File: config.mk
export PLATFORM = sky130hd
export DESIGN_NAME = mem_rr_arbiter_flat
export DESIGN_NICKNAME = d
export VERILOG_FILES = /design/src/rtl/mem_rr_arbiter_if.sv /design/src/rtl/mem_rr_arbiter.sv /design/src/flat_wrapper.sv
export SDC_FILE = /design/constraint.sdc
export NUM_CORES = 1
export LEC_CHECK = 0
export CORE_AREA = 2 2 60 62
export CTS_CLUSTER_SIZE = 8
export DETAILED_ROUTE_END_ITERATION = 12
export DIE_AREA = 0 0 62 64
export GPL_ROUTABILITY_DRIVEN = 0
export PLACE_DENSITY = 0.82
export SLEW_MARGIN = 25
export SYNTH_ARGS = -nofsm -noshare
export SYNTH_HDL_FRONTEND = slang
export SYNTH_SLANG_ARGS = --single-unit
File: constraint.sdc
create_clock -name clock -period 4.1 [get_ports clock]
set_clock_uncertainty 0.1 [all_clocks]
set_input_delay 0.82 -clock clock [delete_from_list [all_inputs] [get_ports clock]]
set_output_delay 0.82 -clock clock [all_outputs]
set_load 0.1 [all_outputs]
File: src/rtl/mem_rr_arbiter_if.sv
// Bus bundle between the two datapath clients, the arbiter and the shared memory.
// master: the client/memory side (drives requests and memory read data).
// slave:  the arbiter.
interface mem_rr_arbiter_if #(
    parameter int DW = 8,
    parameter int AW = 3
);
    logic          req0;
    logic          req1;
    logic          we0;
    logic          we1;
    logic [AW-1:0] addr0;
    logic [AW-1:0] addr1;
    logic [DW-1:0] wdata0;
    logic [DW-1:0] wdata1;
    logic          gnt0;
    logic          gnt1;
    logic          rvalid0;
    logic          rvalid1;
    logic [DW-1:0] rdata0;
    logic [DW-1:0] rdata1;
    logic          err0;
    logic          err1;
    logic          mem_write;
    logic          mem_read;
    logic [AW-1:0] mem_addr_w;
    logic [AW-1:0] mem_addr_r;
    logic [DW-1:0] mem_datain;
    logic [DW-1:0] mem_dataout;

    modport master (
        output req0, req1, we0, we1, addr0, addr1, wdata0, wdata1, mem_dataout,
        input  gnt0, gnt1, rvalid0, rvalid1, rdata0, rdata1, err0, err1,
        input  mem_write, mem_read, mem_addr_w, mem_addr_r, mem_datain
    );

    modport slave (
        input  req0, req1, we0, we1, addr0, addr1, wdata0, wdata1, mem_dataout,
        output gnt0, gnt1, rvalid0, rvalid1, rdata0, rdata1, err0, err1,
        output mem_write, mem_read, mem_addr_w, mem_addr_r, mem_datain
    );
endinterface

File: src/rtl/mem_rr_arbiter.sv
// Two-client round-robin arbiter in front of the shared 8x8 memory.
// Grants are combinational on the current requests; read data and
// out-of-range errors come back RD_LAT+1 cycles after the grant, tagged
// to the requesting client, in grant order.
//
// state   | meaning
// PRIO_C0 | client 0 wins when both request (client 1 was granted last)
// PRIO_C1 | client 1 wins when both request (client 0 was granted last)
module mem_rr_arbiter #(
    parameter int DW        = 8,
    parameter int AW        = 3,
    parameter int MEM_DEPTH = 7,
    parameter int RD_LAT    = 1
) (
    input logic             clock,
    input logic             reset,
    mem_rr_arbiter_if.slave bus
);
    localparam logic [0:0]  PRIO_C0   = 1'b0;
    localparam logic [0:0]  PRIO_C1   = 1'b1;
    localparam logic [AW:0] DEPTH_LIM = (AW+1)'(MEM_DEPTH);

    logic [0:0]    prio;
    logic          gnt0;
    logic          gnt1;
    logic          any_gnt;
    logic          win_id;
    logic          win_we;
    logic [AW-1:0] win_addr;
    logic [DW-1:0] win_wdata;
    logic          in_range;
    logic          rsp_vld;
    logic          rsp_err;

    // Response shift pipeline: {valid, client id, error}.
    logic          pipe_vld [RD_LAT];
    logic          pipe_id  [RD_LAT];
    logic          pipe_err [RD_LAT];
    logic          last_vld;
    logic          last_id;
    logic          last_err;

    logic          rvalid0_q;
    logic          rvalid1_q;
    logic          err0_q;
    logic          err1_q;
    logic [DW-1:0] rdata0_q;
    logic [DW-1:0] rdata1_q;

    // Grant selection; held off entirely while reset is asserted.
    always_comb begin
        gnt0 = 1'b0;
        gnt1 = 1'b0;
        if (!reset) begin
            if (bus.req0 && bus.req1) begin
                gnt0 = (prio == PRIO_C0);
                gnt1 = (prio == PRIO_C1);
            end else begin
                gnt0 = bus.req0;
                gnt1 = bus.req1;
            end
        end
    end

    // Winner's request fields and the response it will generate.
    always_comb begin
        any_gnt   = gnt0 | gnt1;
        win_id    = gnt1;
        win_we    = gnt1 ? bus.we1    : bus.we0;
        win_addr  = gnt1 ? bus.addr1  : bus.addr0;
        win_wdata = gnt1 ? bus.wdata1 : bus.wdata0;
        in_range  = ({1'b0, win_addr} < DEPTH_LIM);
        rsp_vld   = any_gnt & (~win_we | ~in_range);
        rsp_err   = ~in_range;
    end

    // Memory port drive; unused address/data lanes are forced to zero.
    always_comb begin
        bus.mem_write  = 1'b0;
        bus.mem_read   = 1'b0;
        bus.mem_addr_w = '0;
        bus.mem_addr_r = '0;
        bus.mem_datain = '0;
        if (any_gnt && in_range) begin
            if (win_we) begin
                bus.mem_write  = 1'b1;
                bus.mem_addr_w = win_addr;
                bus.mem_datain = win_wdata;
            end else begin
                bus.mem_read   = 1'b1;
                bus.mem_addr_r = win_addr;
            end
        end
    end

    // Round-robin pointer: the client just granted loses the next tie.
    always_ff @(posedge clock) begin
        if (reset) begin
            prio <= PRIO_C0;
        end else if (gnt0) begin
            prio <= PRIO_C1;
        end else if (gnt1) begin
            prio <= PRIO_C0;
        end
    end

    // Response pipeline; reset drops every in-flight entry.
    always_ff @(posedge clock) begin
        if (reset) begin
            for (int i = 0; i < RD_LAT; i++) begin
                pipe_vld[i] <= 1'b0;
                pipe_id[i]  <= 1'b0;
                pipe_err[i] <= 1'b0;
            end
        end else begin
            pipe_vld[0] <= rsp_vld;
            pipe_id[0]  <= win_id;
            pipe_err[0] <= rsp_err;
            for (int i = 1; i < RD_LAT; i++) begin
                pipe_vld[i] <= pipe_vld[i-1];
                pipe_id[i]  <= pipe_id[i-1];
                pipe_err[i] <= pipe_err[i-1];
            end
        end
    end

    assign last_vld = pipe_vld[RD_LAT-1];
    assign last_id  = pipe_id[RD_LAT-1];
    assign last_err = pipe_err[RD_LAT-1];

    // Final stage: capture memory data for the tagged client, pulse valid/err.
    always_ff @(posedge clock) begin
        if (reset) begin
            rvalid0_q <= 1'b0;
            rvalid1_q <= 1'b0;
            err0_q    <= 1'b0;
            err1_q    <= 1'b0;
            rdata0_q  <= '0;
            rdata1_q  <= '0;
        end else begin
            rvalid0_q <= last_vld & ~last_err & ~last_id;
            rvalid1_q <= last_vld & ~last_err &  last_id;
            err0_q    <= last_vld &  last_err & ~last_id;
            err1_q    <= last_vld &  last_err &  last_id;
            if (last_vld && !last_err && !last_id) begin
                rdata0_q <= bus.mem_dataout;
            end
            if (last_vld && !last_err && last_id) begin
                rdata1_q <= bus.mem_dataout;
            end
        end
    end

    assign bus.gnt0    = gnt0;
    assign bus.gnt1    = gnt1;
    assign bus.rvalid0 = rvalid0_q;
    assign bus.rvalid1 = rvalid1_q;
    assign bus.err0    = err0_q;
    assign bus.err1    = err1_q;
    assign bus.rdata0  = rdata0_q;
    assign bus.rdata1  = rdata1_q;
endmodule

File: src/flat_wrapper.sv
// flat-port wrapper written by rule: the top's interface ports become plain ports
module mem_rr_arbiter_flat 
#(
    parameter int DW        = 8,
    parameter int AW        = 3,
    parameter int MEM_DEPTH = 7,
    parameter int RD_LAT    = 1
)
  (clock, reset, bus_req0, bus_req1, bus_we0, bus_we1, bus_addr0, bus_addr1, bus_wdata0, bus_wdata1, bus_mem_dataout, bus_gnt0, bus_gnt1, bus_rvalid0, bus_rvalid1, bus_rdata0, bus_rdata1, bus_err0, bus_err1, bus_mem_write, bus_mem_read, bus_mem_addr_w, bus_mem_addr_r, bus_mem_datain);
  mem_rr_arbiter_if #(.DW(DW), .AW(AW)) bus_i ();
  input logic clock;
  input logic reset;
  input wire logic [$bits(bus_i.req0)-1:0] bus_req0;
  input wire logic [$bits(bus_i.req1)-1:0] bus_req1;
  input wire logic [$bits(bus_i.we0)-1:0] bus_we0;
  input wire logic [$bits(bus_i.we1)-1:0] bus_we1;
  input wire logic [$bits(bus_i.addr0)-1:0] bus_addr0;
  input wire logic [$bits(bus_i.addr1)-1:0] bus_addr1;
  input wire logic [$bits(bus_i.wdata0)-1:0] bus_wdata0;
  input wire logic [$bits(bus_i.wdata1)-1:0] bus_wdata1;
  input wire logic [$bits(bus_i.mem_dataout)-1:0] bus_mem_dataout;
  output wire logic [$bits(bus_i.gnt0)-1:0] bus_gnt0;
  output wire logic [$bits(bus_i.gnt1)-1:0] bus_gnt1;
  output wire logic [$bits(bus_i.rvalid0)-1:0] bus_rvalid0;
  output wire logic [$bits(bus_i.rvalid1)-1:0] bus_rvalid1;
  output wire logic [$bits(bus_i.rdata0)-1:0] bus_rdata0;
  output wire logic [$bits(bus_i.rdata1)-1:0] bus_rdata1;
  output wire logic [$bits(bus_i.err0)-1:0] bus_err0;
  output wire logic [$bits(bus_i.err1)-1:0] bus_err1;
  output wire logic [$bits(bus_i.mem_write)-1:0] bus_mem_write;
  output wire logic [$bits(bus_i.mem_read)-1:0] bus_mem_read;
  output wire logic [$bits(bus_i.mem_addr_w)-1:0] bus_mem_addr_w;
  output wire logic [$bits(bus_i.mem_addr_r)-1:0] bus_mem_addr_r;
  output wire logic [$bits(bus_i.mem_datain)-1:0] bus_mem_datain;
  assign bus_i.req0 = bus_req0;
  assign bus_i.req1 = bus_req1;
  assign bus_i.we0 = bus_we0;
  assign bus_i.we1 = bus_we1;
  assign bus_i.addr0 = bus_addr0;
  assign bus_i.addr1 = bus_addr1;
  assign bus_i.wdata0 = bus_wdata0;
  assign bus_i.wdata1 = bus_wdata1;
  assign bus_i.mem_dataout = bus_mem_dataout;
  assign bus_gnt0 = bus_i.gnt0;
  assign bus_gnt1 = bus_i.gnt1;
  assign bus_rvalid0 = bus_i.rvalid0;
  assign bus_rvalid1 = bus_i.rvalid1;
  assign bus_rdata0 = bus_i.rdata0;
  assign bus_rdata1 = bus_i.rdata1;
  assign bus_err0 = bus_i.err0;
  assign bus_err1 = bus_i.err1;
  assign bus_mem_write = bus_i.mem_write;
  assign bus_mem_read = bus_i.mem_read;
  assign bus_mem_addr_w = bus_i.mem_addr_w;
  assign bus_mem_addr_r = bus_i.mem_addr_r;
  assign bus_mem_datain = bus_i.mem_datain;
  mem_rr_arbiter #(.DW(DW), .AW(AW), .MEM_DEPTH(MEM_DEPTH), .RD_LAT(RD_LAT)) u_core (.clock(clock), .reset(reset), .bus(bus_i));
endmodule
==> results.txt, run 1 <==
----------------------------------------------------
[Drt]
  Final ANT Viol Nets ... 0
  DRC violation count after routing ... 0
  Average detailed-routed wire length per instance ... 15.5 um
  First-pass detailed-route iteration total ... 4
  Routed Wire Length ... 3.94 mm
  Via total after detailed routing ... 1377
  DR vias/cell ... 5.40
  Violation count after the first detailed-routing iteration ... 32

[Critical path]
  Kind of start point of the critical path ... input pin
  Reg-to-reg endpoint ... u_core.bus.rdata0[1]
  Critical Setup Path Class ... in2out
  Worst-path fanout max ... 12
  Data arrival, critical path ... 2.72 ns
  Critical path capture point ... bus_mem_addr_r[0]
  Reg2Reg Depth ... 3
  Critical path startpoint ... bus_req1
  Worst Setup End Kind ... primary output
  Critical R2R Launch ... u_core.pipe_id[0]
  Required time of the worst setup path ... 3.18 ns
  R2r setup slk ... 2.45 ns

[Clock tree]
  Number of hold buffers added after CTS ... 0
  Number of resized instances in the post-cts repair step ... 0
  Clock tree from TritonCTS ... done
  Max Root-Sink Buffers ... 2
  Cell chosen for the clock root ... clkbuf_4
  Clock latency at the later pin of the worst-skew pair ... 0.31 ns
  Total clock buffers created by CTS ... 3
  Setup Fix Bufs, Post-CTS ... 0
  Clock net sink count ... 24
  Depth of the CTS H-tree ... 1
  Clock Pin Slew Worst Setup and Hold Paths ... 0.13 ns

[Synthesis]
  Number of unique standard cell types used by synthesis ... 33
  Number of warnings reported in the yosys synthesis log ... 0
  Area contributors post-synth ... dfxtp_1 (37%), mux2i_1 (12%), a211oi_2 (6.7%), o211ai_1 (6.3%), nor2_1 (6.0%)
  Main synth FF type ... dfxtp_1
  Count of flip-flops with a built-in enable after synthesis ... 0
  Post-synth top area share ... 36.5%
  Area share of xor/xnor cells in the synthesized design ... 0%
  Library cell occupying the most area in the post-synthesis netlist ... dfxtp_1
  Number of nets produced by synthesis ... 176
  Sequential share of the synthesized area ... 36.5%
  Largest family of logic cells by synthesized area ... compound AO/OA/AOI/OAI gates
  Top cell types by occurrence after synthesis ... dfxtp_1 (24), nor2_1 (21), mux2i_1 (16)
  Synthesized instance count ... 140
  Fraction of the mapped netlist area in adder cells ... 0%
  Flip-flop and latch count after synthesis ... 24
  Synthesized-area fraction occupied by ao, oa, aoi and oai cells ... 24.2%
  Share of synthesized area spent on multiplexers ... 12.2%
  Average instance area after synthesis ... 9.39 um2
  Post-synthesis share of cell area spent on and, or, nand and nor gates ... 21.2%
  Share of synthesized registers carrying an async set or reset ... 0%
  Post-synthesis cell area ... 0.00132 mm2
  Most numerous cell in the Yosys netlist ... dfxtp_1

[Placement]
  Placed insts ... 251
  Total cell area at the placement stage ... 0.00225 mm2
  Post-DP HPWL ... 3.01 mm
  PortBufs ... 73

[Finish]
  Fraction of layout instances using a drive strength above 1 ... 22.0%
  Fin nets ... 246
  Ant diodes ... 0
  Non-filler instance count after layout ... 255
  Area Overhead vs Synth ... 74.1%
  Final Instance Area ... 0.00229 mm2
  Filler cell count in the final layout ... 253

[Die]
  Chip height ... 64 um
  Die X ... 62 um
  Die outline area ... 0.00397 mm2
  Starting density of the core ... 40.0%
  Core outline area ... 0.00328 mm2
  Standard-cell rows ... 21
  Count of pins on the block boundary ... 74

[Global routing]
  Via count of the first global-routing pass ... 1361
  Largest net degree at the start of global routing ... 30
  Global-route wire length before repair ... 6.40 mm
  All-layer global routing usage ... 20.9%
  Antenna violations before repair ... 0
  Aggregate global routing overflow ... 0

[Power and ir drop]
  Internal Pwr Total ... 0.000391 W
  Total power per unit cell area ... 277 mW/mm2
  Flop pwr share ... 39.0%
  Relative contribution of the clock network to total power ... 19.6%
  Max VDD drop ... 0.000212 V
  Net switching power ... 0.000243 W
  Share of total power in combinational logic ... 41.5%
  Leakage power ... 0.862 nW
  Fraction of power spent switching nets ... 38.3%

[Timing]
  Post-route minimum period ... 3.64 ns
  Setup-violating endpoint count in the final report ... 0
  Post-route clock period utilization ... 88.8%
  Number of pins exceeding their max-slew limit in the final report ... 0
  Worst-margin pin slew ... 0.985 ns
  Upper clock frequency limit ... 0.275 GHz
  Final hold violation count ... 0
  Normalized max-slew margin ... 34.1%
  RSZ-0062 raised after global routing ... false

[Run status]
  Outcome ... complete, no violations

[Min path]
  Class of the most critical hold timing path ... reg2reg

[Run]
  Max cap viols ... 0

----------------------------------------------------
==> registers in the layout (all words and copies together) (netlist names) <==
register and flops:
u_core.bus.rdata0 8, u_core.bus.rdata1 8, u_core.bus.err0 1, u_core.bus.err1 1
u_core.bus.rvalid0 1, u_core.bus.rvalid1 1, u_core.pipe_err 1, u_core.pipe_id 1
u_core.pipe_vld 1, u_core.prio 1
==> power by group through the flow <==
stage          clock [W]  sequential, W  combinational, W
3_3_place_gp           0       0.000251          0.000257
2_1_floorplan          0       0.000295          0.000124
6_report        0.000124       0.000247          0.000263
5_1_grt         0.000137       0.000248          0.000274
3_5_place_dp           0       0.000252          0.000262
4_1_cts         0.000129       0.000247          0.000263
==> routing by layer <==
| layer | up-vias | share of wire (%) | global-route usage (%) | wire, um |
|---|---|---|---|---|
| met1 | 650 | 41 | 24.4 | 1620 |
| met3 | 6 | 6.5 | 5.06 | 258 |
| met2 | 51 | 51 | 36.5 | 2010 |
| met5 | - | 0 | 0 | 0 |
| li1 | 670 | - | - | - |
| met4 | 0 | 1.3 | 6.12 | 52 |
==> metrics by stage <==
step	util (%)	hold slack, ns	total power [W]	worst slack (ns)	TNS, ns
after CTS	69.7	0.397	0.000638	0.471	0
after floorplan	-	0.338	0.000419	-0.440	-1.32
final	69.7	0.397	0.000633	0.458	0
after detailed placement	68.6	0.379	0.000514	0.481	0
after global routing	69.7	0.410	0.000659	0.342	0
after global placement	68.6	0.371	0.000509	0.551	0
==> worst min path at each step <==
stage | from | end | slack [ns] | depth (start not counted)
2_1_floorplan | u_core.pipe_id[0] | u_core.bus.err0 | 0.34 | 1
3_3_place_gp | u_core.pipe_id[0] | u_core.bus.err0 | 0.37 | 1
3_5_place_dp | u_core.pipe_vld[0] | u_core.bus.err0 | 0.38 | 1
4_1_cts | u_core.pipe_vld[0] | u_core.bus.err0 | 0.40 | 1
5_1_grt | u_core.pipe_vld[0] | u_core.bus.err0 | 0.41 | 1
6_report | u_core.pipe_vld[0] | u_core.bus.err0 | 0.40 | 1
==> critical path, stage by stage <==
cell and delay, ns:
clkdlybuf4s50_1 0.61, and2b_1 0.42, nand4_1 0.20, a211oi_1 0.44
buf_12 0.23
==> cell families after synthesis <==
family                 after synthesis
AND/OR/NAND/NOR                     52
AO/OA/AOI/OAI                       35
flip-flops                          24
multiplexers                        16
buffers and inverters               13
==> final cells by class <==
cell class / count / area, um2 / area share (%)
well taps: 46 / 57.6 / 2.51
inverters: 1 / 3.75 / 0.164
repair buffers: 77 / 923 / 40.3
flip-flops and latches: 24 / 480 / 21.0
clock buffers: 4 / 36.3 / 1.58
multi-input cells: 103 / 788 / 34.4
==> layout by cell type, fill, tap and decap left out <==
master	n
inv_2	1
a311oi_1	1
nand4_1	11
dfxtp_1	24
a21bo_2	1
mux2i_1	16
a211oi_1	3
clkbuf_4	3
o211a_1	1
buf_4	5
nand2b_1	1
nand3b_1	1
nor3b_2	1
and2b_1	1
nand2_1	6
nor2b_1	2
buf_2	1
nor4_2	2
nor4bb_1	1
o21ba_1	1
nor3_2	1
and4b_1	1
o32a_4	1
o211ai_1	11
a211oi_2	11
clkbuf_8	1
nor2_1	21
nand3_1	2
clkdlybuf4s50_1	54
buf_12	17
a32oi_1	1
nand2b_2	1
a21oi_1	2
o21bai_1	1
a21boi_1	1
Power figures use the tool's default switching activity.
==> run 2: changes to the inputs <==
CTS_CLUSTER_DIAMETER = 150   (was not set)
GPL_ROUTABILITY_DRIVEN = 1   (was 0)
==> results of run 2 <==
No change in the layout: final DEF, timing and power equal those of run 1.
